<file path="src/rtl/ram_arbiter.sv">
// Two-port round-robin / fixed-priority arbiter sharing one data RAM between the NBBPU data port and a debug master.
// Latency: a request sampled in IDLE is served the next cycle and acked, with registered rdata, the cycle after.
// Backpressure: requesters hold req until their one-cycle ack; the port being acked is masked for that IDLE cycle.
module ram_arbiter #(
  parameter bit PRIORITY = 1'b0
) (
  input  logic        i_clock,
  input  logic        i_reset,
  input  logic        i_req0,
  input  logic        i_req1,
  input  logic        i_we0,
  input  logic        i_we1,
  input  logic [15:0] i_addr0,
  input  logic [15:0] i_addr1,
  input  logic [15:0] i_wdata0,
  input  logic [15:0] i_wdata1,
  output logic        o_ack0,
  output logic        o_ack1,
  output logic [15:0] o_rdata0,
  output logic [15:0] o_rdata1,
  output logic        o_ram_we,
  output logic [15:0] o_ram_address,
  output logic [15:0] o_ram_write_data,
  input  logic [15:0] i_ram_read_data,
  output logic        o_busy,
  output logic [15:0] o_contention
);

  typedef enum logic [1:0] {IDLE, SERVE0, SERVE1} state_t;

  state_t      r_state;
  logic        r_last;
  logic        r_ack0;
  logic        r_ack1;
  logic [15:0] r_rdata0;
  logic [15:0] r_rdata1;
  logic [15:0] r_contention;

  logic        w_elig0;
  logic        w_elig1;
  logic        w_grant1;
  logic        w_ram_we;
  logic [15:0] w_ram_address;
  logic [15:0] w_ram_write_data;

  // A port whose ack is high this cycle is finishing, so it cannot win again yet.
  assign w_elig0  = i_req0 & ~r_ack0;
  assign w_elig1  = i_req1 & ~r_ack1;
  assign w_grant1 = w_elig1 & (~w_elig0 | (~PRIORITY & ~r_last));

  always_ff @(posedge i_clock or negedge i_reset) begin
    if (!i_reset) begin
      r_state      <= IDLE;
      r_last       <= 1'b1;
      r_ack0       <= 1'b0;
      r_ack1       <= 1'b0;
      r_rdata0     <= 16'h0000;
      r_rdata1     <= 16'h0000;
      r_contention <= 16'h0000;
    end else begin
      case (r_state)
        IDLE: begin
          r_ack0 <= 1'b0;
          r_ack1 <= 1'b0;
          if (w_elig0 | w_elig1) begin
            r_state <= w_grant1 ? SERVE1 : SERVE0;
          end
          if (w_elig0 & w_elig1) begin
            r_contention <= r_contention + 16'd1;
          end
        end
        SERVE0: begin
          r_ack0  <= 1'b1;
          r_ack1  <= 1'b0;
          if (!i_we0) r_rdata0 <= i_ram_read_data;
          r_last  <= 1'b0;
          r_state <= IDLE;
        end
        SERVE1: begin
          r_ack1  <= 1'b1;
          r_ack0  <= 1'b0;
          if (!i_we1) r_rdata1 <= i_ram_read_data;
          r_last  <= 1'b1;
          r_state <= IDLE;
        end
        default: r_state <= IDLE;
      endcase
    end
  end

  // RAM controls decode straight from state so reset kills a write instantly.
  always_comb begin
    w_ram_we         = 1'b0;
    w_ram_address    = i_addr0;
    w_ram_write_data = i_wdata0;
    case (r_state)
      SERVE0: w_ram_we = i_we0;
      SERVE1: begin
        w_ram_we         = i_we1;
        w_ram_address    = i_addr1;
        w_ram_write_data = i_wdata1;
      end
      default: ;
    endcase
  end

  assign o_ram_we         = w_ram_we;
  assign o_ram_address    = w_ram_address;
  assign o_ram_write_data = w_ram_write_data;
  assign o_ack0           = r_ack0;
  assign o_ack1           = r_ack1;
  assign o_rdata0         = r_rdata0;
  assign o_rdata1         = r_rdata1;
  assign o_busy           = (r_state != IDLE);
  assign o_contention     = r_contention;

endmodule

</file>
<file path="config.mk">
export PLATFORM = sky130hd
export DESIGN_NAME = ram_arbiter
export DESIGN_NICKNAME = d
export VERILOG_FILES = /design/src/rtl/ram_arbiter.sv
export SDC_FILE = /design/constraint.sdc
export NUM_CORES = 1
export LEC_CHECK = 0
export CELL_PAD_IN_SITES_DETAIL_PLACEMENT = 2
export CELL_PAD_IN_SITES_GLOBAL_PLACEMENT = 2
export CORE_MARGIN = 10
export CORE_UTILIZATION = 21
export CTS_CLUSTER_DIAMETER = 120
export CTS_CLUSTER_SIZE = 25
export DETAILED_ROUTE_END_ITERATION = 16
export PLACE_DENSITY_LB_ADDON = 0.1
export SLEW_MARGIN = 20
export SYNTH_ARGS = -nofsm -noshare
export SYNTH_HDL_FRONTEND = slang
export SYNTH_SLANG_ARGS = --single-unit
</file>
<file path="constraint.sdc">
create_clock -name i_clock -period 1.8 [get_ports i_clock]
set_input_delay 0.18 -clock i_clock [delete_from_list [all_inputs] [get_ports i_clock]]
set_output_delay 0.18 -clock i_clock [all_outputs]
set_load 0.01 [all_outputs]
</file>
==> results_dict.tcl <==
set metrics [dict create \
    run_status "finished with violations" \
    failing_checks "negative setup slack" \
    power_report.internal_total_mw 5.00 \
    io-pin-count 170 \
    final_period_minus_worst_setup_slack_ns 1.82 \
    postSynthCellCount 194 \
    clk_path_buf_depth 2 \
    synth_top_cell_area_share_pct 50.0 \
    antenna_cells 0 \
    finalCritPeriodShare_pct 101 \
    cp-start-kind "flop" \
    routabilityCongestion 0.763 \
    tritoncts_num_sinks 53 \
    yosys_top_cell_by_area "dfrtp_1" \
    rsz0062_at_grt "yes" \
    ys_types 31 \
    final_critical_path_setup_slack_ns -0.0230 \
    synthTopCellsByArea "dfrtp_1, mux2_2, xnor2_1" \
    route.antenna.remaining_nets 0 \
    syn_area_per_cell_sq_um 13.4 \
    delay_contributed_by_the_slowest_stage_of_the_critical_path_ns 0.39 \
    async_flop_share_pct 100 \
    placed_cell_area_sq_mm 0.00459 \
    cts-htree-levels 2 \
    critical_path.cell_chain "inv_2 -> ha_4 -> buf_12 -> clkbuf_16 -> mux2_4 -> buf_6" \
    power.static_leakage_nw 2.24 \
    ys_seq_elements 53 \
    netlist_area_sq_mm 0.00260 \
    firstDrtPassIters 4 \
    endpoint_kind "output pin" \
    max_slew_violation_total_from_the_final_report 0 \
    multi_input_area_sq_mm 0.00136 \
    max_slew.worst_pin.slew_ns 0.562 \
    power.switching_fraction_pct 30.5 \
    timing.setup.critical_path_class "flop to output pin" \
    port-buffer-count 169 \
    post-place-ws_ns -0.125 \
    num_cts_buffers 5 \
    dominantRegCellSynth "dfrtp_1" \
    grt_max_degree 32 \
    seq_area_sq_mm 0.00133 \
    max_cap_viol_count 0 \
    report.final.setup_viol 11 \
    number_of_antenna_violations_at_the_first_check_in_global_routing 1 \
    vias 2284 \
    chipWidth_um 131 \
    fillCellCount 1211 \
    totalWireLength_um 11800 \
    via_per_inst 4.12 \
    combinationalPowerShare_pct 56.3 \
    grt_util_all_layers_pct 13.0 \
    area_growth_pct 98.7 \
    worstPathArrival_ns 1.64 \
    first_pass_grt_wire_length_um 17600 \
    clockPowerShare_pct 17.0 \
    hold_viol_final 0 \
    min-delay-path-class "input pin to async pin" \
    clk_root_buffer_cell "clkbuf_16" \
    drt_iter0_markers 56 \
    fp.dieArea_sq_mm 0.0172 \
    timing.clock.skew_ns 0.00327 \
    worst_skew_pair.late_latency_ns 0.28 \
    wl_per_cell_um 21.2 \
    design.final.nets 476 \
    cp_slowest_cell "dfrtp_1" \
    peakVddDrop_v 0.000459 \
    netSwitchingPower_mw 2.19 \
    fmax_ghz 0.549 \
    globalRoute.totalOverflow 0 \
    mappedNetlistNets 285 \
    clkTransAtPathRegs_ns 0.07 \
    clock_tree_from_tritoncts "yes" \
    timing.critical_path.fanout_max 6 \
    post-route-cell-area_sq_mm 0.00516 \
    grt_pass1_vias 2534 \
    hpwlAfterDp_um 9390 \
    drive_above_1_share_pct 38.1 \
    worstPathRequired_ns 1.62 \
    synth-edff-count 0 \
    slew_headroom_pct 62.5 \
    power-per-cell-area_mw_per_mm2 1390 \
    seq_power_share_pct 26.7 \
    row_count 40 \
    ys.warnings.count 0 \
    post-route-drc-count 0 \
    core_area_sq_mm 0.0121 \
    ys_seq_area_share_pct 51.1 \
    fp.dieH_um 131 \
    initial_utilization_pct 21.6 \
]
-- worst max-delay path, delay by kind of cell (launching register included) --
family / cells / cell delay [ns]
muxes: 1 / 0.31
buffers and inverters: 4 / 0.49
DFF: 1 / 0.39
adders and majority gates: 1 / 0.17
-- cells in the mapped netlist (2+ instances only) --
cell and number:
nand2_1 11, mux2_2 66, xnor2_1 9, nand4_1 4, buf_6 2, nor2_1 6
buf_2 6, inv_1 3, xor2_1 6, nor2b_1 3, dfrtp_1 52, a21oi_1 2
and3_1 2, ha_1 5
-- worst paths after layout --
check / startpoint / to / slack (ns) / cells past startpoint
max: r_state[0] / o_ram_write_data[12] / -0.02 / 6
min: i_reset / o_rdata1[2] / 0.42 / 2
max reg2reg: r_state[1] / o_rdata0[10] / 0.11 / 6
min reg2reg: o_contention[15] / o_contention[15] / 0.48 / 1
max in group asynchronous: i_reset / o_rdata0[15] / 0.80 / 3
min in group i_clock: o_contention[15] / o_contention[15] / 0.48 / 1
-- cell usage in the layout (no fill, tap or decap), drive strengths merged, types with 2 or more instances in the layout --
cell	count
bufinv	2
dfrtp	52
and4	2
xor2	6
nor2	6
ha	5
and2	2
nand4	5
a21oi	2
nor2b	3
mux2	67
inv	3
xnor2	9
clkdlybuf4s50	134
clkbuf	7
nand2	11
and3	3
buf	55
-- metrics by stage --
step | setup TNS [ns] | cells | utilization, % | hold WS, ns | power (mW)
after floorplan | 0 | 194 | - | -0.116 | 3.33
after global placement | -2.54 | 536 | 38.1 | 0.212 | 5.32
after detailed placement | -2.72 | 536 | 38.1 | 0.208 | 5.39
after CTS | -0.584 | 551 | 40.5 | 0.452 | 6.92
after global routing | -1.97 | 554 | 42.8 | 0.476 | 7.62
final | -0.128 | 554 | 42.8 | 0.423 | 7.19
-- timing repair --
item	in CTS	in global routing
endpoints found under the hold margin	21	0
gates cloned	2	2
setup endpoints to repair	36	40
resized for setup	165	62
pin swaps	1	2
hold buffers	1	0
buffers inserted	4	1
-- registers in the layout, indices dropped and copies added (netlist names) --
name and count:
o_ack0 1, o_ack1 1, o_contention 16, o_rdata0 16
o_rdata1 16, r_last 1, r_state 2
-- routing by layer --
layer	part of all wire [%]	wire length [um]	GRT usage (%)	up-vias
met4	0.21	25	1.48	2
met1	43	5030	15.5	1135
met3	5.2	613	3.85	4
li1	-	-	-	1066
met2	52	6070	23.0	77
met5	0.11	13	0	-
-- cell families after synthesis --
group / after synthesis / synth area share, %
AOI/OAI and AO/OA: 5 / 1.25
buffers and inverters: 12 / 2.74
muxes: 67 / 29.2
and+or+nand+nor: 37 / 8.33
xor gates and xnor gates: 15 / 5.05
DFF: 53 / 51.1
adders and majority gates: 5 / 2.41
-- area by class of cell --
type,instances,share of cell area [%]
inverters,3,0.218
well taps,168,4.07
clock buffers,5,2.42
clock inverters,3,1.26
repair buffers,193,40.0
flip-flops and latches,53,25.7
multi-input cells,129,26.3
-- power by group through the flow --
| stage | Clock (mW) | Sequential, mW | Combinational [mW] |
|---|---|---|---|
| CTS | 1.26 | 1.93 | 3.72 |
| floorplan | 0 | 2.12 | 1.22 |
| global route | 1.32 | 1.98 | 4.32 |
| global placement | 0 | 1.92 | 3.40 |
| detailed placement | 0 | 1.95 | 3.45 |
| finish | 1.22 | 1.92 | 4.05 |
(Power assumes the default switching activity.)
==> RTL change 1: new RTL, same flow settings <==
Reset style: synchronous (`i_reset`), changed in one clocked block.
--- a/src/rtl/ram_arbiter.sv
+++ b/src/rtl/ram_arbiter.sv
@@ -49,5 +49,5 @@
   assign w_grant1 = w_elig1 & (~w_elig0 | (~PRIORITY & ~r_last));
 
-  always_ff @(posedge i_clock or negedge i_reset) begin
+  always_ff @(posedge i_clock) begin
     if (!i_reset) begin
       r_state      <= IDLE;
Function: differs if i_reset is asserted again (counterexample within 4 cycles, from zero or initial values and one cycle with i_reset low); with i_reset held inactive, the same outputs for 10 cycles.
==> RTL change 1 against the original RTL <==
Sequential cell count unchanged. Setup slack improved by 0.055 ns. Utilization decreased by 0.81 points. Clock skew increased by 0.0056 ns. Maximum frequency increased by 3.1%. Area after synthesis decreased by 3.1%. Worst hold slack improved by 0.034 ns. Cell area decreased by 5.9%. Sequential share of layout area decreased by 3.8 points. Routed wire length increased by 8.8%. Global-route usage increased by 1.6 points.
Power is not compared: it rests on default switching activity, and its combinational part moved more than twofold at a synthesized area within 25%.
==> RTL change 1: results (changes against the original RTL) <==
Place
  – Dpl hpwl: 10170 µm (was 9386 µm)
  – Post-placement cell count: 616 (was 536)
  – Gpl congestion: 0.7163 (was 0.7627)
  – Number of port buffers: 169 (unchanged)

Setup path
  – Slowest CP cell: mux2_2 (was dfrtp_1)
  – Reg2Reg Depth: 6 (unchanged)
  – R2R Setup Slk: 0.15 ns (was 0.11 ns)
  – Worst r2r dst: o_contention[15]$_SDFFE_PN0P_ (was o_rdata0[10]$_DFFE_PN0P_)
  – Largest delay share family, worst path: buffers and inverters (unchanged)
  – Slowest stage delay, CP: 0.34 ns (was 0.39 ns)
  – Reg2reg start: r_state[1]$_SDFFE_PN0P_ (was r_state[1]$_DFFE_PN0P_)

STA
  – Rel. slew slack: 0.7451 (was 0.6253)
  – Final hold slack: 0.4568 ns (was 0.4232 ns)
  – Clock skew: 0.008896 ns (was 0.003271 ns)

Clock tree
  – Worst-case clock buffer depth: 2 (unchanged)
  – Clock transition at path regs: 0.07 ns (about the same)
  – H-Tree Depth: 2 (unchanged)
  – Clock insertion delay at the later pin of the skew report: 0.29 ns

Synth
  – Most used DFF post-synth: dfxtp_1 (was dfrtp_1)
  – Yosys synthesis warning count: 0 (unchanged)
  – Ranking of synthesized cells by area: dfxtp_1 42%, mux2_2 14%, nand2_1 11%, a21oi_1 9.1%, ha_1 2.5% (was dfrtp_1 50%, mux2_2 29%, xnor2_1 3.0%, ha_1 2.4%, xor2_1 2.0%)
  – Mapped Cells: 298 (was 194)
  – Distinct cells, synth: 31 (unchanged)
  – Syn_nets: 389 (was 285)
  – Synth cell count leaders: 75 x nand2_1, 53 x dfxtp_1, 46 x a21oi_1, 32 x mux2_2, 14 x clkbuf_1 (was 66 x mux2_2, 52 x dfrtp_1, 11 x nand2_1, 9 x xnor2_1)
  – Register area share after synthesis: 0.4213 (was 0.5106)
  – Async SR Flop Fraction: 0 (was 1.000)

Final layout
  – Share of layout cells above drive strength 1: 0.2270 (was 0.3808)
  – Fin nets: 579 (was 476)

Run
  – Max_cap viols: 0 (unchanged)

Drt
  – Via Count: 2878 (was 2284)
  – Total wire length: 12790 µm (was 11760 µm)
  – DR iter-0 viols: 69 (was 56)
  – Via density: 4.554 (was 4.123)

Min path
  – Min-Delay Startpoint: o_rdata0[4]$_SDFFE_PN0P_
  – Hold Crit Class: reg -> reg (was in -> async)

Global routing
  – Vias in the first global route: 3087 (was 2534)
  – Pin count of the biggest net entering global routing: 34 (was 32)
  – GRT Util Overall: 0.1459 (was 0.1298)
  – First-pass GRT wire length: 19090 µm (was 17570 µm)
  – Initial antenna violation count: 0 (was 1)

Power and ir drop
  – Switch share: 0.2744
  – Lkg Pwr: 0.001811 µW
  – Peak VDD IR: 356.3 µV

Status
  – Status: finished, final reports clean (was finished with violations)
==> RTL change 1: changes by cell type in the layout (fill, tap and decap cells not counted), sizes merged, moves of 4 or more <==
| cell | unedited run | this run |
|---|---|---|
| a21oi | 2 | 46 |
| clkbuf | 7 | 12 |
| dfrtp | 52 | 0 |
| dfxtp | 0 | 53 |
| inv | 3 | 9 |
| mux2 | 67 | 32 |
| nand2 | 11 | 75 |
| o21ai | 0 | 6 |
| or3 | 0 | 7 |
| or4 | 0 | 4 |
| xnor2 | 9 | 1 |
==> RTL change 1: worst register-to-register path: stages (launching register included) <==
cell,delay (ns)
dfxtp_2,0.34
buf_4,0.13
inv_1,0.10
ha_4,0.19
nand4_4,0.15
or4_1,0.53
a21oi_1,0.15
==> RTL change 1: routing by layer <==
metal / track usage / wire length, µm
met1: 0.1558 / 4866
met2: 0.2669 / 6555
met3: 0.06362 / 1299
met4: 0.01984 / 68
met5: 0 / 0
==> RTL change 1: cell type report <==
type | instances | area (µm²)
timing repair buffer | 203 | 1999
clock buffer | 6 | 138.9
multi-input combinational | 216 | 1430
sequential | 53 | 1064
tap | 143 | 178.9
fill | 1283 | 6706
inverter | 9 | 33.78
clock inverter | 2 | 13.76
==> RTL change 1: cells by family (layout without fill, tap and decap cells) <==
family	after synthesis	in the layout	share of synthesized area
DFF	53	53	0.4213
and+or+nand+nor	114	114	0.2196
AOI/OAI and AO/OA	58	58	0.1207
adders and majority gates	5	5	0.02484
xor gates and xnor gates	4	4	0.01391
buffers and inverters	29	220	0.04471
muxes	35	35	0.1550
==> RTL change 1: worst max-delay path by stage <==
stage | from | cells past startpoint | end | slack [ns]
6_report | r_state[0]$_SDFFE_PN0P_ | 6 | o_ram_write_data[4] | 0.03
5_1_grt | r_state[0]$_SDFFE_PN0P_ | 6 | o_ram_write_data[4] | -0.03
4_1_cts | r_state[0]$_SDFFE_PN0P_ | 6 | o_ram_write_data[14] | -0.07
3_5_place_dp | i_req1 | 5 | o_contention[15]$_SDFFE_PN0P_ | -0.08
3_3_place_gp | i_req1 | 5 | o_contention[13]$_SDFFE_PN0P_ | -0.06
2_1_floorplan | r_state[0]$_SDFFE_PN0P_ | 5 | o_ram_address[0] | 0.15
==> RTL change 1: stage by stage <==
stage	setup WS, ns	util	TNS [ns]	instance area, µm²	total power (µW)
final	0.03173	0.4201	0	4858	3371
after CTS	-0.07068	0.4051	-0.7454	4684	3326
after detailed placement	-0.07743	0.3907	-1.846	4518	2290
after global routing	-0.02734	0.4201	-0.1489	4858	3555
after floorplan	0.1466	-	0	2519	1673
after global placement	-0.05513	0.3907	-0.4628	4518	2265
==> RTL change 1: what timing repair did <==
item	CTS	global route
pin swaps	1	0
gates cloned	2	1
setup endpoints to repair	34	32
hold buffers	0	0
setup buffers	3	2
resized for setup	120	46
==> RTL change 2: new RTL, config.mk and constraints unchanged <==
Made on the original files. `PRIORITY`: 1'b0 -> 1'b1.
--- a/src/rtl/ram_arbiter.sv
+++ b/src/rtl/ram_arbiter.sv
@@ -3,5 +3,5 @@
 // Backpressure: requesters hold req until their one-cycle ack; the port being acked is masked for that IDLE cycle.
 module ram_arbiter #(
-  parameter bit PRIORITY = 1'b0
+  parameter bit PRIORITY = 1'b1
 ) (
   input  logic        i_clock,
Formal check against the unedited RTL: not equivalent (a bounded check fails within 10 cycles, from zero or initial values and one cycle with i_reset low).
==> RTL change 2 against the original RTL <==
The run still ends with negative setup slack left. Area after synthesis decreased by 2.5%. Final cell count decreased by 4.0%. Total power decreased by 6.3%. Cell area decreased by 2.0%. Routed wire length decreased by 6.1%. Setup slack got worse by 0.041 ns. Global-route usage decreased by 0.067 points. Sequential cell count decreased by 1. Maximum frequency decreased by 2.2%. Utilization decreased by 0.31 points. Critical path type unchanged.
==> RTL change 2: results (changes against the original RTL) <==
Status
  – Status: finished with violations (unchanged)
  – Failing checks: negative setup slack (unchanged)

STA
  – # setup viols final: 12 (was 11)
  – Sum Neg Setup Slack: -0.4888 ns (was -0.1285 ns)
  – Rel. slew slack: 0.6459 (was 0.6253)
  – Clock skew: 0.006360 ns (was 0.003271 ns)
  – Setup ws final: -0.06426 ns (was -0.02298 ns)

Drt
  – Via Count: 2307 (was 2284)
  – Pre-Repair DR Iteration Count: 3 (was 4)
  – DR iter-0 viols: 44 (was 56)

Synth
  – Distinct cells, synth: 24 (was 31)
  – Register area share after synthesis: 0.5133 (was 0.5106)
  – Synth cell count leaders: 66 x mux2_2, 52 x dfrtp_1, 13 x xnor2_1, 8 x buf_2, 8 x nand3_1 (was 66 x mux2_2, 52 x dfrtp_1, 11 x nand2_1, 9 x xnor2_1)

Setup path
  – Slowest stage delay, CP: 0.42 ns (was 0.39 ns)
  – Reg2Reg Depth: 9 (was 6)
  – Critical path peak fanout: 4 (was 6)

Global routing
  – Initial antenna violation count: 0 (was 1)
  – GRT Util Overall: 0.1292 (was 0.1298)
  – Pin count of the biggest net entering global routing: 33 (was 32)
  – GRT met3 Usage: 0.04462 (was 0.03849)
  – First-pass GRT wire length: 16680 µm (was 17570 µm)
  – Vias in the first global route: 2590 (was 2534)
  – Met1 Track Usage GR: 0.1412 (was 0.1554)

Final layout
  – Fin nets: 475 (was 476)
  – Core Util, Final: 0.4251 (was 0.4282)
  – Share of layout cells above drive strength 1: 0.3896 (was 0.3808)

Power and ir drop
  – Lkg Pwr: 0.002149 µW (was 0.002237 µW)
  – Peak VDD IR: 382.2 µV (was 458.7 µV)

Place
  – Dpl hpwl: 8729 µm (was 9386 µm)
  – Pre-CTS setup slack: -0.1451 ns (was -0.1251 ns)
  – Gpl congestion: 0.7761 (was 0.7627)
-- RTL change 2: changes by cell type after synthesis, sizes merged, moves of 2 or more --
cell and change:
nand3 +7, nand2 -6, xnor2 +4, xor2 -4, nor4 +2, and2 -2, nor2 -2
-- RTL change 2: where the power goes --
part | internal [µW] | total [µW] | switching [µW]
registers | 1620 | 1900 | 284
clock network | 655 | 1080 | 420
logic | 2380 | 3760 | 1380
-- RTL change 2: through the flow --
stage          instances  hold slack [ns]
2_1_floorplan        187          -0.1156
3_3_place_gp         506           0.1905
3_5_place_dp         506           0.1870
4_1_cts              527           0.4074
5_1_grt              532           0.4602
6_report             532           0.3926
-- RTL change 2: kinds of logic (layout without fill, tap and decap cells) --
group,count (synthesis),in the layout,synth area share
mux,66,66,0.2932
simple gates,33,33,0.08440
compound gates,4,4,0.01086
fa+ha+maj,5,5,0.02468
xor+xnor,15,15,0.05183
buf+inv,12,210,0.02172
flops,52,52,0.5133
-- RTL change 2: timing repair --
item	CTS	global route
hold buffers	1	0
cloned	4	0
endpoints found under the setup margin	36	65
pin swaps	1	6
setup buffers	8	7
gates resized for setup	197	30
hold endpoints to repair	20	0
-- RTL change 2: path summary, 6_finish.rpt --
| check | start | to | slack (ns) |
|---|---|---|---|
| max reg2reg | r_state[0]$_DFFE_PN0P_ | o_contention[12]$_DFFE_PN0P_ | 0.06 |
| max | r_state[1]$_DFFE_PN0P_ | o_ram_address[14] | -0.06 |
| min in group i_clock | o_contention[14]$_DFFE_PN0P_ | o_contention[14]$_DFFE_PN0P_ | 0.48 |
| min | i_reset | o_contention[15]$_DFFE_PN0P_ | 0.39 |
| max in group asynchronous | i_reset | o_rdata1[15]$_DFFE_PN0P_ | 0.85 |
| min reg2reg | o_contention[14]$_DFFE_PN0P_ | o_contention[14]$_DFFE_PN0P_ | 0.48 |
-- RTL change 2: cell type report --
cell class | count | area [µm²] | share of cell area
clock buffers | 6 | 128.9 | 0.02545
clock inverters | 2 | 35.03 | 0.006919
inverters | 4 | 17.52 | 0.003459
multi-input cells | 123 | 1336 | 0.2639
flip-flops and latches | 52 | 1301 | 0.2570
well taps | 147 | 183.9 | 0.03632
repair buffers | 198 | 2061 | 0.4070
-- RTL change 2: critical path, delay by kind of cell, from the launching register on --
| family | cells | cell delay [ns] |
|---|---|---|
| muxes | 1 | 0.29 |
| adders and majority gates | 1 | 0.19 |
| DFF | 1 | 0.42 |
| buffers and inverters | 4 | 0.48 |
-- RTL change 2: routing by layer --
layer	vias to the layer above	wire length, µm
li1	1060	-
met1	1165	4165
met2	75	6005
met3	7	793
met4	0	77
met5	-	0
